`src/rtl/manchester_tx_if.sv`:
```
// Bit-serial valid/ready stream feeding the Manchester transmitter.
// The source drives one bit per transfer; in_last flags the final bit of a frame.
interface manchester_tx_if;
  logic in_valid;
  logic in_data;
  logic in_last;
  logic in_ready;

  modport master (
    output in_valid,
    output in_data,
    output in_last,
    input  in_ready
  );

  modport slave (
    input  in_valid,
    input  in_data,
    input  in_last,
    output in_ready
  );
endinterface

```
`src/rtl/manchester_tx.sv`:
```
// Manchester load-modulation transmitter: SOC, data bits as D/E sequences, EOC,
// gating an external fc/16 subcarrier whose phase runs unbroken through the frame.
module manchester_tx #(
  parameter int BIT_TICKS = 128
) (
  input  logic              clk,
  input  logic              rst_n,
  manchester_tx_if.slave    stream,
  output logic              sc_en,
  input  logic              subcarrier,
  output logic              lm_out,
  output logic              busy,
  output logic              underflow
);

  localparam int CW = $clog2(BIT_TICKS);
  localparam logic [CW-1:0] LAST_TICK = CW'(BIT_TICKS - 1);
  localparam logic [CW-1:0] HALF_TICK = CW'(BIT_TICKS / 2);

  typedef enum logic [2:0] {IDLE, PRE, SOC, DATA, EOC} state_t;

  state_t          state_reg, state_next;
  logic [CW-1:0]   count_reg, count_next;
  logic            bit_reg, bit_next;
  logic            last_reg, last_next;
  logic            sc_en_reg, sc_en_next;
  logic            mod_reg, mod_next;
  logic            underflow_reg, underflow_next;
  logic            ready_c;
  logic            at_end;

  always_ff @(posedge clk or negedge rst_n) begin
    if (!rst_n) begin
      state_reg     <= IDLE;
      count_reg     <= '0;
      bit_reg       <= 1'b0;
      last_reg      <= 1'b0;
      sc_en_reg     <= 1'b0;
      mod_reg       <= 1'b0;
      underflow_reg <= 1'b0;
    end else begin
      state_reg     <= state_next;
      count_reg     <= count_next;
      bit_reg       <= bit_next;
      last_reg      <= last_next;
      sc_en_reg     <= sc_en_next;
      mod_reg       <= mod_next;
      underflow_reg <= underflow_next;
    end
  end

  assign at_end = (count_reg == LAST_TICK);

  always_comb begin
    state_next     = state_reg;
    count_next     = count_reg + 1'b1;
    bit_next       = bit_reg;
    last_next      = last_reg;
    underflow_next = 1'b0;
    ready_c        = 1'b0;
    sc_en_next     = 1'b0;
    mod_next       = 1'b0;

    case (state_reg)
      IDLE: begin
        ready_c    = 1'b1;
        count_next = '0;
        if (stream.in_valid) begin
          bit_next   = stream.in_data;
          last_next  = stream.in_last;
          state_next = PRE;
        end
      end
      PRE: begin
        count_next = '0;
        state_next = SOC;
      end
      SOC, DATA: begin
        if (at_end) begin
          // A one-bit frame opened in IDLE carries its bit straight into DATA;
          // otherwise every boundary pulls the next bit from the stream.
          if (last_reg) begin
            state_next = (state_reg == SOC) ? DATA : EOC;
          end else begin
            ready_c = 1'b1;
            if (stream.in_valid) begin
              bit_next   = stream.in_data;
              last_next  = stream.in_last;
              state_next = DATA;
            end else begin
              underflow_next = 1'b1;
              state_next     = EOC;
            end
          end
        end
      end
      EOC: begin
        if (at_end) begin
          count_next = '0;
          state_next = IDLE;
        end
      end
      default: begin
        count_next = '0;
        state_next = IDLE;
      end
    endcase

    // Modulate flag is registered one tick ahead so lm_out only ANDs in the live subcarrier.
    sc_en_next = (state_next == PRE) || (state_next == SOC) || (state_next == DATA);
    if (state_next == SOC)
      mod_next = (count_next < HALF_TICK);
    else if (state_next == DATA)
      mod_next = bit_next ? (count_next < HALF_TICK) : (count_next >= HALF_TICK);
  end

  assign stream.in_ready = ready_c;
  assign sc_en           = sc_en_reg;
  assign lm_out          = subcarrier & mod_reg;
  assign busy            = (state_reg != IDLE);
  assign underflow       = underflow_reg;

endmodule

```
`src/flat_wrapper.sv`:
```
// flat-port wrapper written by rule: the top's interface ports become plain ports
module manchester_tx_flat 
#(
  parameter int BIT_TICKS = 128
)
  (clk, rst_n, sc_en, subcarrier, lm_out, busy, underflow, stream_in_valid, stream_in_data, stream_in_last, stream_in_ready);
  manchester_tx_if stream_i ();
  input  logic clk;
  input  logic rst_n;
  output logic sc_en;
  input  logic subcarrier;
  output logic lm_out;
  output logic busy;
  output logic underflow;
  input wire logic [$bits(stream_i.in_valid)-1:0] stream_in_valid;
  input wire logic [$bits(stream_i.in_data)-1:0] stream_in_data;
  input wire logic [$bits(stream_i.in_last)-1:0] stream_in_last;
  output wire logic [$bits(stream_i.in_ready)-1:0] stream_in_ready;
  assign stream_i.in_valid = stream_in_valid;
  assign stream_i.in_data = stream_in_data;
  assign stream_i.in_last = stream_in_last;
  assign stream_in_ready = stream_i.in_ready;
  manchester_tx #(.BIT_TICKS(BIT_TICKS)) u_core (.clk(clk), .rst_n(rst_n), .stream(stream_i), .sc_en(sc_en), .subcarrier(subcarrier), .lm_out(lm_out), .busy(busy), .underflow(underflow));
endmodule
```
`config.mk`:
```
export PLATFORM = sky130hd
export DESIGN_NAME = manchester_tx_flat
export DESIGN_NICKNAME = d
export VERILOG_FILES = /design/src/rtl/manchester_tx_if.sv /design/src/rtl/manchester_tx.sv /design/src/flat_wrapper.sv
export SDC_FILE = /design/constraint.sdc
export NUM_CORES = 1
export LEC_CHECK = 0
export ABC_AREA = 1
export CAP_MARGIN = 10
export CORE_MARGIN = 8
export CORE_UTILIZATION = 44
export DETAILED_ROUTE_END_ITERATION = 8
export GPL_ROUTABILITY_DRIVEN = 0
export PLACE_DENSITY = 0.67
export SYNTH_ARGS = -nofsm -noshare
export SYNTH_HDL_FRONTEND = slang
export SYNTH_SLANG_ARGS = --single-unit
```
`constraint.sdc`:
```
create_clock -name clk -period 1.8 [get_ports clk]
set_input_delay 0.27 -clock clk [delete_from_list [all_inputs] [get_ports clk]]
set_output_delay 0.27 -clock clk [all_outputs]
set_load 0.03 [all_outputs]
```
==> run_summary.xml <==
<?xml version="1.0" encoding="UTF-8"?>
<metrics>
  <group name="place">
    <metric name="placement.cell_area" unit="um2">890.9</metric>
    <metric name="dp_worst_setup_slack" unit="ns">0.05880</metric>
    <metric name="io_buffers" unit="">10</metric>
    <metric name="detailedPlacementHpwl" unit="um">1059</metric>
  </group>
  <group name="cts">
    <metric name="register_clock_pin_slew_on_the_reported_worst_setup_and_hold_paths" unit="ns">0.09</metric>
    <metric name="tritoncts.num_buffers" unit="">3</metric>
    <metric name="clk_path_buf_depth" unit="">2</metric>
    <metric name="clock_tree_from_tritoncts" unit="">yes</metric>
    <metric name="clock_insertion_delay_worst_skew" unit="ns">0.28</metric>
    <metric name="cts.sinks" unit="">15</metric>
    <metric name="cts_root_buf" unit="">sky130_fd_sc_hd__clkbuf_4</metric>
    <metric name="cts_max_level" unit="">1</metric>
  </group>
  <group name="timing">
    <metric name="timing.setup.tns" unit="ns">0</metric>
    <metric name="timing_worst_slew_pin_value" unit="ns">0.4240</metric>
    <metric name="finalSetupViolations" unit="">0</metric>
    <metric name="final.setup_skew" unit="ns">0.0006255</metric>
    <metric name="finalHoldViolCount" unit="">0</metric>
    <metric name="slew_headroom" unit="%">71.63</metric>
    <metric name="clock.fmax" unit="GHz">0.5765</metric>
    <metric name="timing.final.crit_share" unit="%">96.36</metric>
    <metric name="crit_path_time_final" unit="ns">1.735</metric>
    <metric name="final.setup.worst_slack" unit="ns">0.06548</metric>
    <metric name="slew_viol_final" unit="">0</metric>
    <metric name="fin_hold_ws" unit="ns">0.2936</metric>
  </group>
  <group name="synthesis">
    <metric name="post-synth-top-area-fraction" unit="%">49.10</metric>
    <metric name="synth-edff-count" unit="">0</metric>
    <metric name="synth-main-ff-cell" unit="">sky130_fd_sc_hd__dfrtp_1</metric>
    <metric name="synth-seq-area-share" unit="%">49.10</metric>
    <metric name="post_synth_instance_area" unit="um2">764.5</metric>
    <metric name="syn_area_per_cell" unit="um2">8.494</metric>
    <metric name="syn_nets" unit="">97</metric>
    <metric name="postSynthRegisterBits" unit="">15</metric>
    <metric name="syn_inst" unit="">90</metric>
    <metric name="yosys.area.top_type" unit="">sky130_fd_sc_hd__dfrtp_1</metric>
    <metric name="netlist_top_cells_count" unit="">sky130_fd_sc_hd__nand2_1 (19), sky130_fd_sc_hd__dfrtp_1 (15), sky130_fd_sc_hd__inv_1 (15)</metric>
    <metric name="netlist_top_cells_area" unit="">sky130_fd_sc_hd__dfrtp_1 (49%), sky130_fd_sc_hd__nand2_1 (9.3%), sky130_fd_sc_hd__inv_1 (7.4%)</metric>
    <metric name="yosys.cell_count.top_type" unit="">sky130_fd_sc_hd__nand2_1</metric>
    <metric name="synthDistinctLibCells" unit="">18</metric>
    <metric name="async_flop_share" unit="%">100.0</metric>
    <metric name="synth_warnings" unit="">0</metric>
  </group>
  <group name="route">
    <metric name="route.detailed.wl_per_inst" unit="um">11.84</metric>
    <metric name="dr_total_vias" unit="">613</metric>
    <metric name="count_of_unresolved_drc_violations_after_routing" unit="">0</metric>
    <metric name="detail_route.iter0.violations" unit="">20</metric>
    <metric name="first_pass_iters" unit="">4</metric>
    <metric name="via_per_inst" unit="">4.944</metric>
    <metric name="detail_route.wirelength" unit="um">1468</metric>
    <metric name="final_antenna_net_count" unit="">0</metric>
  </group>
  <group name="layout">
    <metric name="largest_register_ff_count" unit="">7</metric>
    <metric name="post_route_cells_drive_above_1_share" unit="%">16.82</metric>
    <metric name="antenna_cells" unit="">0</metric>
    <metric name="fin_nets" unit="">115</metric>
    <metric name="layout.core_utilization" unit="%">56.30</metric>
    <metric name="finish.instance_area" unit="um2">950.9</metric>
    <metric name="n_fill_cell" unit="">151</metric>
    <metric name="syn2layout_area_growth" unit="%">24.39</metric>
  </group>
  <group name="hold_path">
    <metric name="hold_path.class" unit="">in2async</metric>
  </group>
  <group name="die">
    <metric name="fp.coreArea" unit="um2">1689</metric>
    <metric name="initial_core_util" unit="%">45.26</metric>
    <metric name="chipHeight" unit="um">57.68</metric>
    <metric name="dieWidth" unit="um">57.68</metric>
    <metric name="floorplan.io_pins" unit="">11</metric>
    <metric name="std_cell_rows" unit="">15</metric>
    <metric name="die-area" unit="um2">3327</metric>
  </group>
  <group name="grt">
    <metric name="globalRoute.totalOverflow" unit="">0</metric>
    <metric name="grt_util_overall" unit="%">9.844</metric>
    <metric name="grt_antenna_before_repair" unit="">0</metric>
    <metric name="grt_first_pass_wirelength" unit="um">2580</metric>
    <metric name="pin_count_of_the_biggest_net_entering_global_routing" unit="">16</metric>
    <metric name="vias_in_the_first_global_route" unit="">608</metric>
  </group>
  <group name="worst_setup_path">
    <metric name="crit_path_cell_trace" unit="">clkdlybuf4s50_1, nand2_1, inv_1, clkdlybuf4s50_1</metric>
    <metric name="cp_max_fo" unit="">1</metric>
    <metric name="end_kind" unit="">primary output</metric>
    <metric name="crit_slowest_cell" unit="">sky130_fd_sc_hd__clkdlybuf4s50_1</metric>
    <metric name="worst_path_largest_cell_delay" unit="ns">0.66</metric>
    <metric name="crit_path_frequent_cell" unit="">sky130_fd_sc_hd__clkdlybuf4s50_1</metric>
    <metric name="timing.setup.critical_path_class" unit="">in2out</metric>
    <metric name="critical_path_data_required_time" unit="ns">1.53</metric>
    <metric name="crit-reg2reg-capture" unit="">u_core.count_reg[5]</metric>
    <metric name="reg2reg_depth" unit="">7</metric>
    <metric name="worst-r2r-setup-slack" unit="ns">0.21</metric>
    <metric name="crit_path_start_kind" unit="">primary input</metric>
    <metric name="r2r_start" unit="">u_core.count_reg[0]</metric>
    <metric name="critical_path_arrival" unit="ns">1.46</metric>
  </group>
  <group name="power_and_ir_drop">
    <metric name="cellPowerDensity" unit="nW/um2">1282</metric>
    <metric name="cellLeakagePower" unit="nW">0.4817</metric>
    <metric name="worst_ir_drop_vdd" unit="mV">0.7818</metric>
    <metric name="p_sw" unit="mW">0.4861</metric>
    <metric name="power.combinational.fraction" unit="%">40.3</metric>
    <metric name="cell_internal_pwr" unit="mW">0.7334</metric>
    <metric name="power_frac_seq" unit="%">43.8</metric>
    <metric name="power.clock.fraction" unit="%">15.9</metric>
    <metric name="power.share.switching" unit="%">39.86</metric>
  </group>
  <group name="flow_run">
    <metric name="drv.max_cap_violation_count" unit="">0</metric>
  </group>
  <group name="run_status">
    <metric name="outcome" unit="">finished clean</metric>
  </group>
</metrics>
==> cell families after synthesis <==
family / share of synthesized area [%]
AOI/OAI and AO/OA: 5.073
xor gates and xnor gates: 3.438
adders and majority gates: 1.636
buffers and inverters: 7.364
DFF: 49.10
and+or+nand+nor: 33.39
==> how the worst max path moves through the flow <==
stage                                 end  cells after the start                start
final                              lm_out                      4           subcarrier
after global routing      stream_in_ready                      6  u_core.count_reg[0]
after CTS                 stream_in_ready                      6  u_core.count_reg[0]
after detailed placement           lm_out                      4           subcarrier
after global placement             lm_out                      4           subcarrier
after floorplan            u_core.mod_reg                     10  u_core.count_reg[0]
==> cells in the final DEF (no fill, tap or decap), drive strengths merged <==
master and instances:
nor3b 1, o21ai 1, inv 15, buf 4, dfrtp 15, dlygate4sd2 1
nand2 23, nand3 12, nor2 13, a32o 1, o22ai 1, ha 1
nand4 2, a21oi 1, xnor2 1, xor2 2, clkdlybuf4s50 8, clkbuf 4
o211ai 1
==> power groups by stage <==
| stage | Combinational, mW | Clock (mW) | Sequential, mW |
|---|---|---|---|
| final | 0.491 | 0.194 | 0.535 |
| after global placement | 0.457 | 0 | 0.519 |
| after floorplan | 0.336 | 0 | 0.521 |
| after detailed placement | 0.468 | 0 | 0.521 |
| after global routing | 0.558 | 0.209 | 0.551 |
| after CTS | 0.467 | 0.196 | 0.513 |
==> stage by stage <==
step           cells  total power, mW
2_1_floorplan     90           0.8567
3_3_place_gp     118           0.9753
3_5_place_dp     118           0.9888
4_1_cts          122            1.176
5_1_grt          124            1.318
6_report         124            1.219
==> metal layers <==
layer  GRT usage [%]  vias to the layer above  routed length [um]
met3           3.311                        4                  83
met5               0                        -                   0
met2           14.15                       13                 645
met1           12.27                      277                 709
li1                -                      319                   -
met4           6.294                        0                  29
==> critical path: cells and delay by family <==
kind | cells | cell delay, ns
buf+inv | 3 | 1.15
simple gates | 1 | 0.05
==> area by class of cell <==
| type | count | area, um2 | share of cell area [%] |
|---|---|---|---|
| Clock buffer | 4 | 26.28 | 2.763 |
| Tap cell | 17 | 21.27 | 2.237 |
| Timing Repair Buffer | 13 | 118.9 | 12.50 |
| Inverter | 15 | 56.30 | 5.921 |
| Multi-Input combinational cell | 60 | 352.8 | 37.11 |
| Sequential cell | 15 | 375.4 | 39.47 |
==> repair_timing <==
| action | CTS | global route |
|---|---|---|
| buffers inserted | 0 | 2 |
| hold buffers | 0 | 0 |
| hold endpoints to repair | 0 | 0 |
| pin swaps | 1 | 2 |
| resized for setup | 1 | 3 |
| gates cloned | 0 | 0 |
| setup endpoints to repair | 2 | 1 |
No activity file was read; power rests on OpenSTA's default activity.
